File: config.mk
export PLATFORM = sky130hd
export DESIGN_NAME = axis_dest_extractor
export DESIGN_NICKNAME = d
export VERILOG_FILES = /design/src/rtl/axis_extract_pkg.sv /design/src/rtl/axis_skid_buffer.sv /design/src/rtl/axis_dest_extractor.sv
export SDC_FILE = /design/constraint.sdc
export NUM_CORES = 1
export LEC_CHECK = 0
export CAP_MARGIN = 20
export CORE_MARGIN = 2
export CORE_UTILIZATION = 44
export DETAILED_ROUTE_END_ITERATION = 12
export GPL_TIMING_DRIVEN = 0
export HOLD_SLACK_MARGIN = 0.1
export PLACE_DENSITY_LB_ADDON = 0.05
export SYNTH_ARGS = -nofsm -noshare
export SYNTH_HDL_FRONTEND = slang
export SYNTH_HIERARCHICAL = 1
export SYNTH_SLANG_ARGS = --single-unit
File: constraint.sdc
create_clock -name clk -period 6.7 [get_ports clk]
set_input_delay 0.67 -clock clk [delete_from_list [all_inputs] [get_ports clk]]
set_output_delay 0.67 -clock clk [all_outputs]
set_load 0.01 [all_outputs]
File: src/rtl/axis_extract_pkg.sv
// Shared widths, FSM state type, beat struct and keep popcount for the dest extractor.
package axis_extract_pkg;
  localparam int DATA_W = 64;
  localparam int KEEP_W = 8;
  localparam int DEST_W = 32;
  localparam int LEN_W  = 16;

  typedef enum logic {HEAD, BODY} state_t;

  typedef struct packed {
    logic [DATA_W-1:0] tdata;
    logic [KEEP_W-1:0] tkeep;
    logic              tlast;
  } beat_t;

  function automatic logic [3:0] keep_popcount(input logic [KEEP_W-1:0] keep);
    logic [3:0] n;
    n = '0;
    for (int i = 0; i < KEEP_W; i++) n = n + {3'b000, keep[i]};
    return n;
  endfunction
endpackage

File: src/rtl/axis_skid_buffer.sv
// Two-entry registered skid for payload beats; 1-cycle latency when empty.
// 'room' is a flop reporting at most one entry held, so upstream ready never sees out_rdy combinationally.
module axis_skid_buffer
  import axis_extract_pkg::*;
(
  input  logic  clk,
  input  logic  rst,
  input  logic  push,
  input  beat_t in_dat,
  output logic  out_vld,
  output beat_t out_dat,
  input  logic  out_rdy,
  output logic  room
);
  logic [1:0] cnt;
  logic [1:0] cnt_nxt;
  logic [1:0] wr_idx;
  logic       pop;
  beat_t      ent0;
  beat_t      ent1;

  assign out_vld = (cnt != 2'd0);
  assign out_dat = ent0;
  assign pop     = out_vld && out_rdy;
  assign wr_idx  = cnt - {1'b0, pop};

  always_comb begin
    cnt_nxt = cnt;
    if (push && !pop)      cnt_nxt = cnt + 2'd1;
    else if (pop && !push) cnt_nxt = cnt - 2'd1;
  end

  always_ff @(posedge clk) begin
    if (!rst) begin
      cnt  <= 2'd0;
      room <= 1'b0;
    end else begin
      cnt  <= cnt_nxt;
      room <= (cnt_nxt <= 2'd1);
    end
  end

  // Shift on pop first; a same-cycle push lands behind whatever remains.
  always_ff @(posedge clk) begin
    if (pop) ent0 <= ent1;
    if (push) begin
      if (wr_idx == 2'd0) ent0 <= in_dat;
      else                ent1 <= in_dat;
    end
  end
endmodule

File: src/rtl/axis_dest_extractor.sv
// Splits routed AXIS packets into a payload stream and a one-beat-per-packet tdest stream.
// AXIS_EXTRACT_LEN_EN adds a saturating byte-length count on m_addr_axis_tuser.
module axis_dest_extractor
  import axis_extract_pkg::*;
(
  input  logic              clk,
  input  logic              rst,
  input  logic [DATA_W-1:0] s_packet_axis_tdata,
  input  logic [KEEP_W-1:0] s_packet_axis_tkeep,
  input  logic              s_packet_axis_tlast,
  input  logic [DEST_W-1:0] s_packet_axis_tdest,
  input  logic              s_packet_axis_tvalid,
  output logic              s_packet_axis_tready,
  output logic [DATA_W-1:0] m_packet_axis_tdata,
  output logic [KEEP_W-1:0] m_packet_axis_tkeep,
  output logic              m_packet_axis_tlast,
  output logic              m_packet_axis_tvalid,
  input  logic              m_packet_axis_tready,
  output logic [DEST_W-1:0] m_addr_axis_tdata,
  output logic              m_addr_axis_tlast,
`ifdef AXIS_EXTRACT_LEN_EN
  output logic [LEN_W-1:0]  m_addr_axis_tuser,
`endif
  output logic              m_addr_axis_tvalid,
  input  logic              m_addr_axis_tready
);
  state_t            state_r;
  state_t            state_nxt;
  logic [DEST_W-1:0] dest_r;
  logic [DEST_W-1:0] head_dest;
  logic              addr_vld_r;
  logic [DEST_W-1:0] addr_dat_r;
  logic              room;
  logic              accept;
  beat_t             in_beat;
  beat_t             out_beat;

  // Only one address beat may be outstanding; a draining one frees the slot this cycle.
  assign s_packet_axis_tready = room && (!addr_vld_r || m_addr_axis_tready);
  assign accept    = s_packet_axis_tvalid && s_packet_axis_tready;
  assign head_dest = (state_r == HEAD) ? s_packet_axis_tdest : dest_r;

  always_comb begin
    state_nxt = state_r;
    if (accept) state_nxt = s_packet_axis_tlast ? HEAD : BODY;
  end

  always_ff @(posedge clk) begin
    if (!rst) begin
      state_r    <= HEAD;
      dest_r     <= '0;
      addr_vld_r <= 1'b0;
      addr_dat_r <= '0;
    end else begin
      state_r <= state_nxt;
      if (accept && state_r == HEAD) dest_r <= s_packet_axis_tdest;
      if (accept && s_packet_axis_tlast) begin
        addr_vld_r <= 1'b1;
        addr_dat_r <= head_dest;
      end else if (m_addr_axis_tready) begin
        addr_vld_r <= 1'b0;
      end
    end
  end

  assign m_addr_axis_tvalid = addr_vld_r;
  assign m_addr_axis_tdata  = addr_dat_r;
  assign m_addr_axis_tlast  = 1'b1;

`ifdef AXIS_EXTRACT_LEN_EN
  logic [LEN_W-1:0] len_r;
  logic [LEN_W-1:0] len_base;
  logic [LEN_W-1:0] len_sat;
  logic [LEN_W:0]   len_sum;
  logic [LEN_W-1:0] addr_len_r;

  always_comb begin
    len_base = (state_r == HEAD) ? '0 : len_r;
    len_sum  = {1'b0, len_base} + {{(LEN_W-3){1'b0}}, keep_popcount(s_packet_axis_tkeep)};
    len_sat  = len_sum[LEN_W] ? '1 : len_sum[LEN_W-1:0];
  end

  always_ff @(posedge clk) begin
    if (!rst) begin
      len_r      <= '0;
      addr_len_r <= '0;
    end else if (accept) begin
      len_r <= len_sat;
      if (s_packet_axis_tlast) addr_len_r <= len_sat;
    end
  end

  assign m_addr_axis_tuser = addr_len_r;
`endif

  assign in_beat = '{tdata: s_packet_axis_tdata, tkeep: s_packet_axis_tkeep,
                     tlast: s_packet_axis_tlast};

  axis_skid_buffer u_skid (
    .clk     (clk),
    .rst     (rst),
    .push    (accept),
    .in_dat  (in_beat),
    .out_vld (m_packet_axis_tvalid),
    .out_dat (out_beat),
    .out_rdy (m_packet_axis_tready),
    .room    (room)
  );

  assign m_packet_axis_tdata = out_beat.tdata;
  assign m_packet_axis_tkeep = out_beat.tkeep;
  assign m_packet_axis_tlast = out_beat.tlast;
endmodule

==> out/results.txt, run 1 <==
Commonest non-fill, non-tap cell in the layout -> clkdlybuf4s50_1
Syn_nets -> 765
Clock slew at reported path FFs -> 0.06 ns
Worst Hold Class -> reg -> reg
Crit path cell chain -> clkdlybuf4s50_1 -> nand2b_4 -> and2_1 -> clkdlybuf4s50_1
Ys flop type -> dfxtp_1
Fin nets -> 1,011
Number of synthesized flops with an enable pin -> 73
End-of-flow core utilization -> 0.616
Cts hold-fix bufs -> 0
R2R setup slack -> 4.42 ns
Vias per inst -> 4.81
Post-Layout Cell Count -> 1,181
Vias in the first global route -> 6,039
Slew @ Worst Pin -> 0.579 ns
CTS Buf Count -> 23
GRT Overall Usage -> 0.182
Worst R2R Start -> u_skid/cnt[1]$_SDFF_PN0_
Slew HR -> 0.614
Die X-Extent -> 144 um
Detailed Routing Iterations Pass 1 -> 4
Finish-stage setup viols -> 0
Post-route cell area -> 11,900 sq um
Hold Crit Start -> dest_r[0]$_SDFFE_PN0P_
Async set-reset flop share out of synthesis -> 0
Worst Skew -> 0.0111 ns
Period minus WS final -> 2.60 ns
Slew Limit Fails -> 0
Die Y -> 144 um
WP data required -> 6.03 ns
Synthesized area -> 8640 sq um
Setup CP Type -> in -> out
Area Growth Syn to Fin -> 38.2%
Routed len/inst -> 16.3 um
NetSw -> 0.00141 W
Post-DP Area -> 11,300 sq um
Drt total wl -> 19,300 um
Status -> finished, final reports clean
Layout cells sized above 1 -> 0.242
Cells after Synth -> 654
Inst Count DP -> 1,140
DRC violations left -> 0
Area of the multi-input gates -> 3330 sq um
Max cap viols -> 0
Max Clk Rate -> 384 MHz
Critical path peak fanout -> 5
Crit-path most repeated cell -> clkdlybuf4s50_1
Worst-Skew Late Latency -> 0.51 ns
Post-DP HPWL -> 14,200 um
DR vias -> 5,683
Die area -> 20,800 sq um
Critical path arrival -> 1.93 ns
Global-route wire length before repair -> 29,800 um
Clock Path Buffers -> 3
Crit path launch type -> input pin
CP Launch Point -> m_addr_axis_tready
Input/output buffers -> 217
Initial DRC count -> 157
Sink Count -> 215
Comb pwr share -> 0.395
Cts repair resizes -> 0
# rows -> 51
Int Pwr -> 0.00364 W
Inserted Diodes -> 0
Largest net degree at the start of global routing -> 22
Worst setup EP type -> output port
Lkg Pwr -> 4.62 nW
Seq/Total Area, Yosys -> 0.583
Io pins -> 219
Peak VDD IR -> 242 uV
Synthesized area per cell -> 13.2 sq um
H-tree depth -> 1
ANT nets after route -> 0
Clock Tree Root -> clkbuf_16
Clk pwr share -> 0.228
Post-synthesis cell type count -> 30
Switch share -> 0.279
Routability Congestion -> 0.793
Starting density of the core -> 0.445
Yosys warns -> 6
Antenna violations before repair -> 0
CTS tree -> done
Commonest non-fill, non-tap cells in the layout -> clkdlybuf4s50_1 (217), mux2_2 (152), dfxtp_1 (142), nand2_1 (130), edfxtp_1 (73)
GR Overflow Total -> 0
Sequential Power Share -> 0.377
Core area -> 19,400 sq um
Post-CTS Setup Bufs -> 0
Tcrit/Tclk final -> 0.389
CP max-delay cell -> clkdlybuf4s50_1
Power density cells -> 423 nW/um^2
Post-synthesis sequential element count -> 215
Fillers -> 1,570
Max incr delay on CP -> 0.54 ns
WHS -> 0.456 ns
Final Hold Viols -> 0
Register area -> 5030 sq um
RSZ-0062 raised after global routing -> false
Total power draw -> 0.00505 W
-- cell families after synthesis --
kind of cell    count (synthesis)  synth area share
compound gates                  6           0.00492
xor+xnor                        1           0.00319
fa+ha+maj                       1           0.00145
buf+inv                        47            0.0333
flops                         215             0.583
mux                           243             0.307
other cells                     1          0.000434
simple gates                  140            0.0669
-- path summary, 6_finish.rpt --
kind                          endpoint  cells past startpoint
max               s_packet_axis_tready                      4
min             dest_r[0]$_SDFFE_PN0P_                      2
max reg2reg  u_skid/ent1[65]$_DFFE_PP_                      8
min reg2reg     dest_r[0]$_SDFFE_PN0P_                      2
-- routing by layer --
| layer | vias to the layer above | part of all wire | global-route usage |
|---|---|---|---|
| met1 | 2710 | 0.40 | 0.206 |
| met5 | - | 0 | 0 |
| met4 | 0 | 0.018 | 0.0475 |
| li1 | 2786 | - | - |
| met3 | 31 | 0.073 | 0.0487 |
| met2 | 156 | 0.50 | 0.337 |
-- layout make-up --
| cell class | instances | area share |
|---|---|---|
| plain buffers | 43 | 0.0228 |
| clock buffers | 35 | 0.0545 |
| clock inverters | 6 | 0.00272 |
| inverters | 4 | 0.00126 |
| multi-input cells | 392 | 0.279 |
| flip-flops and latches | 215 | 0.422 |
| well taps | 265 | 0.0278 |
| repair buffers | 221 | 0.190 |
-- critical path: cells and delay by family --
kind	cells	cell delay, ns
buffers and inverters	2	1.00
and+or+nand+nor	2	0.25
-- synth_stat cells, drive strengths merged, types with 2 or more instances --
library cell,number,share of area
and2,2,0.0014
mux2i,65,0.075
mux2,178,0.23
nand2b,2,0.0032
clkbuf,14,0.0062
inv,4,0.0017
a21boi,2,0.0017
dfxtp,142,0.33
nand2,130,0.056
edfxtp,73,0.25
buf,29,0.025
-- metrics by stage --
stage / setup TNS [ns] / worst slack (ns)
after global placement: -65.48 / -0.904
after detailed placement: 0 / 3.75
final: 0 / 4.10
after floorplan: 0 / 1.53
after CTS: 0 / 4.08
after global routing: 0 / 4.06
-- state kept, by name, summed over array words and instances (netlist names) --
signal              count
u_skid/room             1
dest_r                 32
u_skid/cnt              2
u_skid/out_dat         73
m_addr_axis_tdata      32
state_r                 1
m_addr_axis_tvalid      1
u_skid/ent1            73
-- power by group through the flow --
stage                     registers [W]  clock network, W  logic [W]
after floorplan                 0.00204                 0    0.00104
after global placement          0.00193                 0    0.00190
after detailed placement        0.00193                 0    0.00202
after CTS                       0.00191           0.00118    0.00203
after global routing            0.00194           0.00124    0.00215
final                           0.00190           0.00115    0.00199
(Power assumes the default switching activity.)
==> run 2: changes to the inputs <==
--- a/config.mk
+++ b/config.mk
@@ -7,7 +7,7 @@
 export LEC_CHECK = 0
 export CAP_MARGIN = 20
 export CORE_MARGIN = 2
-export CORE_UTILIZATION = 44
+export CORE_UTILIZATION = 49
 export DETAILED_ROUTE_END_ITERATION = 12
 export GPL_TIMING_DRIVEN = 0
 export HOLD_SLACK_MARGIN = 0.1
==> constraint.sdc (replaced) <==
create_clock -name clk -period 2.4 [get_ports clk]
set_input_delay 0.24 -clock clk [delete_from_list [all_inputs] [get_ports clk]]
set_output_delay 0.24 -clock clk [all_outputs]
set_load 0.01 [all_outputs]
==> out/results.txt, run 2 (same netlist as run 1, synthesis figures left out) <==
Post-route setup slack -> 0.330 ns (-3.77 ns)
Routed len/inst -> 16.7 um (+2.3%)
Worst Skew -> 0.00499 ns (-0.00613 ns)
Max incr delay on CP -> 0.49 ns (-0.05 ns)
Drt total wl -> 19,100 um (-1.2%)
Worst-Skew Late Latency -> 0.49 ns (-0.02 ns)
Vias in the first global route -> 5,898 (-2.3%)
Critical path's top delay family -> multiplexers
Fillers -> 1,257 (-20%)
Int Pwr -> 0.0104 W (+190%)
Register area -> 5040 sq um (about the same)
Cts repair resizes -> 0 (unchanged)
Starting density of the core -> 0.500 (+0.0541)
Routability Congestion -> 0.800 (+0.88%)
Io pins -> 219 (unchanged)
Commonest non-fill, non-tap cells in the layout -> clkdlybuf4s50_1 (217), mux2_2 (152), dfxtp_1 (141), nand2_1 (130), edfxtp_1 (73)
Comb pwr share -> 0.387 (-0.008)
Layout cells sized above 1 -> 0.247 (+0.00464)
DR vias -> 5,698 (+0.26%)
Post-DP HPWL -> 13,700 um (-3.1%)
Cts hold-fix bufs -> 0 (unchanged)
Largest net degree at the start of global routing -> 28 (+27%)
End-of-flow core utilization -> 0.689 (+0.0733)
ANT nets after route -> 0 (unchanged)
CTS Buf Count -> 23 (unchanged)
Period minus WS final -> 2.07 ns
Fin nets -> 1,010 (-0.099%)
Max Clk Rate -> 483 MHz
Switch share -> 0.277 (-0.00262)
# rows -> 48 (-5.9%)
Slew @ Worst Pin -> 0.863 ns (+0.284 ns)
RSZ-0062 raised after global routing -> false
Final Hold Viols -> 0 (unchanged)
Die area -> 18,700 sq um (-9.9%)
Global-route wire length before repair -> 29,200 um (-2.0%)
R2R setup slack -> 0.33 ns (-4.09 ns)
Clk pwr share -> 0.242 (+0.014)
Worst Hold Class -> in -> reg
Setup CP Type -> reg -> reg
Lkg Pwr -> 4.63 nW (+0.12%)
Sink Count -> 215 (unchanged)
Inserted Diodes -> 0 (unchanged)
Slew HR -> 0.421 (-0.193)
Post-CTS Setup Bufs -> 0 (unchanged)
Crit path launch type -> register
Sequential Power Share -> 0.371 (-0.006)
H-tree depth -> 1 (unchanged)
Post-Place Setup Slack -> -0.289 ns (-4.04 ns)
Clock Path Buffers -> 3 (unchanged)
Input/output buffers -> 217 (unchanged)
Power density cells -> 1200 nW/um^2 (+180%)
NetSw -> 0.00397 W (+180%)
Commonest non-fill, non-tap cell in the layout -> clkdlybuf4s50_1
Slew Limit Fails -> 0 (unchanged)
Initial DRC count -> 147 (-6.4%)
Max cap viols -> 0 (unchanged)
Clock Tree Root -> clkbuf_16
Clock slew at reported path FFs -> 0.06 ns (about the same)
Total power draw -> 0.0143 W (+180%)
Status -> finished, final reports clean
Critical path arrival -> 2.44 ns (+0.51 ns)
WP data required -> 2.77 ns (-3.26 ns)
Antenna violations before repair -> 1 (+1)
GRT Overall Usage -> 0.197 (+0.0158)
Vias per inst -> 5.00 (+3.9%)
Core area -> 17,300 sq um (-11%)
Die X-Extent -> 137 um (-5.1%)
Detailed Routing Iterations Pass 1 -> 4 (unchanged)
GR Overflow Total -> 0 (unchanged)
Critical path peak fanout -> 10 (+5)
Peak VDD IR -> 622 uV (+160%)
Tcrit/Tclk final -> 0.863
CTS tree -> done
CP max-delay cell -> clkbuf_1
CP Buf/Inv Count -> 2 (unchanged)
Crit path cell chain -> inv_4 -> ha_4 -> nand2b_4 -> clkbuf_1 -> mux2_2 -> mux2_1
Area of the multi-input gates -> 3350 sq um (+0.71%)
DRC violations left -> 0 (unchanged)
Die Y -> 137 um (-5.1%)
Finish-stage setup viols -> 0 (unchanged)
Area Growth Syn to Fin -> 37.9%
Worst setup EP type -> register
## run 2: changes by cell type in the layout (fill, tap and decap cells not counted), moves of 2 or more
| cell | delta |
|---|---|
| clkbuf_8 | -2 |
| buf_16 | -3 |
| clkinv_1 | +3 |
| inv_1 | -2 |
| clkbuf_1 | -4 |
| bufinv_16 | +3 |
## run 2: through the flow
step / setup TNS [ns] / hold slack [ns] / cells / instance area (sq um)
after floorplan: -13.73 / 0.339 / 654 / 8670
after global placement: -87.46 / 0.437 / 1096 / 11100
after CTS: 0 / 0.302 / 1139 / 11900
after detailed placement: -15.93 / 0.444 / 1098 / 11200
after global routing: 0 / 0.315 / 1140 / 11900
final: 0 / 0.321 / 1140 / 11900
## run 2: final cells by class
type,count,share of cell area
multi-input cells,393,0.282
flip-flops and latches,215,0.423
well taps,225,0.0236
clock buffers,29,0.0510
inverters,4,0.00147
plain buffers,43,0.0229
clock inverters,12,0.0112
repair buffers,219,0.186
## run 2: path summary, 6_finish.rpt
check | from | to | cells past startpoint
worst min-delay path | s_packet_axis_tdata[8] | u_skid/ent1[17]$_DFFE_PP_ | 1
worst min register to register | dest_r[16]$_SDFFE_PN0P_ | dest_r[16]$_SDFFE_PN0P_ | 2
worst max-delay path | u_skid/cnt[1]$_SDFF_PN0_ | u_skid/out_dat[13]$_DFF_P_ | 6
worst max register to register | u_skid/cnt[1]$_SDFF_PN0_ | u_skid/out_dat[13]$_DFF_P_ | 6
## run 2: metal layers
metal  routed length [um]  up-vias  GRT usage  share of wire
met1                 7760     2722      0.231           0.41
met5                   12        -          0        0.00063
met4                  443        2     0.0578          0.023
met2                 9560      154      0.358           0.50
li1                     -     2784          -              -
met3                 1280       36     0.0478          0.067
## run 2: worst register-to-register path, cell delays in order (launching register included)
cell and delay (ns):
dfxtp_2 0.33, inv_4 0.11, ha_4 0.15, nand2b_4 0.17
clkbuf_1 0.49, mux2_2 0.41, mux2_1 0.30
## run 2: power groups by stage
stage	registers (W)	logic [W]	clock network, W
after floorplan	0.00568	0.00295	0
after global placement	0.00534	0.00535	0
after detailed placement	0.00540	0.00557	0
after CTS	0.00533	0.00560	0.00355
after global routing	0.00542	0.00595	0.00369
final	0.00532	0.00554	0.00347
==> run 3: changes to the inputs <==
--- a/config.mk
+++ b/config.mk
@@ -5,8 +5,7 @@
 export SDC_FILE = /design/constraint.sdc
 export NUM_CORES = 1
 export LEC_CHECK = 0
-export CAP_MARGIN = 20
-export CORE_MARGIN = 2
+export CORE_MARGIN = 3
 export CORE_UTILIZATION = 49
 export DETAILED_ROUTE_END_ITERATION = 12
 export GPL_TIMING_DRIVEN = 0
==> out/results.txt, run 3 (same netlist as run 1, synthesis figures left out) <==
Post-Layout Cell Count -> 1,137 (-0.26%)
Largest net degree at the start of global routing -> 28 (unchanged)
Routability Congestion -> 0.828 (+3.4%)
Worst Hold Class -> in -> reg
GR Overflow Total -> 0 (unchanged)
Global-route wire length before repair -> 30,500 um (+4.2%)
Crit path launch type -> register
Lkg Pwr -> 4.61 nW (-0.28%)
Status -> finished, final reports clean
Inserted Diodes -> 0 (unchanged)
Area Growth Syn to Fin -> 37.4%
DR vias -> 5,680 (-0.32%)
Hold Crit Start -> s_packet_axis_tdest[21]
Die area -> 19,300 sq um (+2.9%)
ANT nets after route -> 0 (unchanged)
Core area -> 16,900 sq um (-2.1%)
Vias in the first global route -> 5,925 (+0.46%)
Fin nets -> 1,011 (+0.099%)
Starting density of the core -> 0.510 (+0.0106)
Post-DP Area -> 11,200 sq um (+0.26%)
Initial DRC count -> 187 (+27%)
Total power draw -> 0.0140 W (-2.1%)
Routed len/inst -> 16.9 um (+0.82%)
End-of-flow core utilization -> 0.701 (+0.0124)
Max cap viols -> 0 (unchanged)
Inst Count DP -> 1,094 (-0.36%)
DRC violations left -> 0 (unchanged)
Die X-Extent -> 139 um (+1.5%)
Io pins -> 219 (unchanged)
Setup CP Type -> reg -> reg
Slew @ Worst Pin -> 0.569 ns (-0.294 ns)
Die Y -> 139 um (+1.5%)
Post-route cell area -> 11,900 sq um (-0.33%)
Finish-stage setup viols -> 0 (unchanged)
H-tree depth -> 1 (unchanged)
Clock Path Buffers -> 3 (unchanged)
Period minus WS final -> 2.04 ns (-0.0337 ns)
Critical path arrival -> 2.23 ns (-0.21 ns)
CP Launch Point -> u_skid/cnt[1]$_SDFF_PN0_
Tcrit/Tclk final -> 0.848 (-0.0140)
Peak VDD IR -> 641 uV (+3.1%)
# rows -> 47 (-2.1%)
Worst-Skew Late Latency -> 0.50 ns (about the same)
Worst R2R Start -> u_skid/cnt[1]$_SDFF_PN0_
Clock Tree Root -> clkbuf_16
CTS Buf Count -> 23 (unchanged)
Commonest non-fill, non-tap cell in the layout -> clkdlybuf4s50_1
Worst setup EP type -> register
Vias per inst -> 5.00 (about the same)
Slew Limit Fails -> 0 (unchanged)
Clock slew at reported path FFs -> 0.06 ns (about the same)
Post-DP HPWL -> 14,200 um (+3.7%)
Drt total wl -> 19,200 um (+0.56%)
Layout cells sized above 1 -> 0.250 (+0.00273)
Detailed Routing Iterations Pass 1 -> 4 (unchanged)
RSZ-0062 raised after global routing -> false
Sink Count -> 215 (unchanged)
GRT Overall Usage -> 0.192 (-0.00582)
TNS Setup -> 0 ns (unchanged)
Max Clk Rate -> 491 MHz (+1.7%)
Worst Skew -> 0.00707 ns (+0.00208 ns)
Commonest non-fill, non-tap cells in the layout -> clkdlybuf4s50_1 (217), mux2_2 (152), dfxtp_1 (141), nand2_1 (130), edfxtp_1 (73)
Critical path peak fanout -> 27 (+17)
WP data required -> 2.59 ns (-0.18 ns)
CTS tree -> done
Slew HR -> 0.621 (+0.199)
Final Hold Viols -> 0 (unchanged)
Power density cells -> 1180 nW/um^2 (-1.8%)
Antenna violations before repair -> 1 (unchanged)
Input/output buffers -> 217 (unchanged)
-- run 3: changes by cell type in the layout (fill, tap and decap cells not counted) --
cell / delta
a21boi_2: -1
buf_12: -1
buf_16: +2
buf_4: +1
bufinv_16: -3
clkbuf_1: -1
clkinv_2: +3
clkinv_4: -1
clkinvlp_4: +2
inv_6: +1
-- run 3: per-layer routing --
layer | global-route usage | wire, um | vias to the layer above
met3 | 0.0528 | 1300 | 29
met5 | 0 | 13 | -
met2 | 0.342 | 9660 | 169
met4 | 0.0520 | 355 | 2
met1 | 0.227 | 7840 | 2686
li1 | - | - | 2794
-- run 3: repair_timing --
action	4_1_cts	5_1_grt
endpoints found under the setup margin	0	2
hold buffers	0	0
gates resized for setup	0	0
setup buffers	0	1
-- run 3: final timing paths --
kind,slack [ns],end,cells past startpoint
worst min register to register,0.46,dest_r[18]$_SDFFE_PN0P_,2
worst max register to register,0.36,u_skid/ent1[48]$_DFFE_PP_,8
worst max-delay path,0.36,u_skid/ent1[48]$_DFFE_PP_,8
worst min-delay path,0.32,dest_r[21]$_SDFFE_PN0P_,3
-- run 3: final cells by class --
| type | instances | area, sq um |
|---|---|---|
| inverters | 4 | 17.5 |
| repair buffers | 221 | 2250 |
| plain buffers | 43 | 273 |
| well taps | 220 | 275 |
| flip-flops and latches | 215 | 5040 |
| fillers | 1221 | 5060 |
| multi-input cells | 392 | 3340 |
| clock inverters | 14 | 73.8 |
| clock buffers | 28 | 604 |
-- run 3: metrics by stage --
stage               worst slack (ns)  hold slack [ns]
floorplan                     -0.188            0.339
global placement               -1.19            0.438
detailed placement            -0.273            0.451
CTS                           0.0969            0.302
global route                   0.255            0.305
finish                         0.364            0.324
-- run 3: worst max-delay path, cell delays in order, from the launching register on --
cell and delay, ns:
dfxtp_2 0.34, inv_4 0.06, ha_4 0.15, nand2b_4 0.17
xnor2_4 0.19, a21boi_4 0.23, buf_16 0.19, buf_16 0.18
buf_12 0.20
-- run 3: report_power, final --
group	switching, W	total (W)	internal, W
clock	0.00136	0.00316	0.00179
combinational	0.00217	0.00556	0.00339
sequential	0.000419	0.00531	0.00489
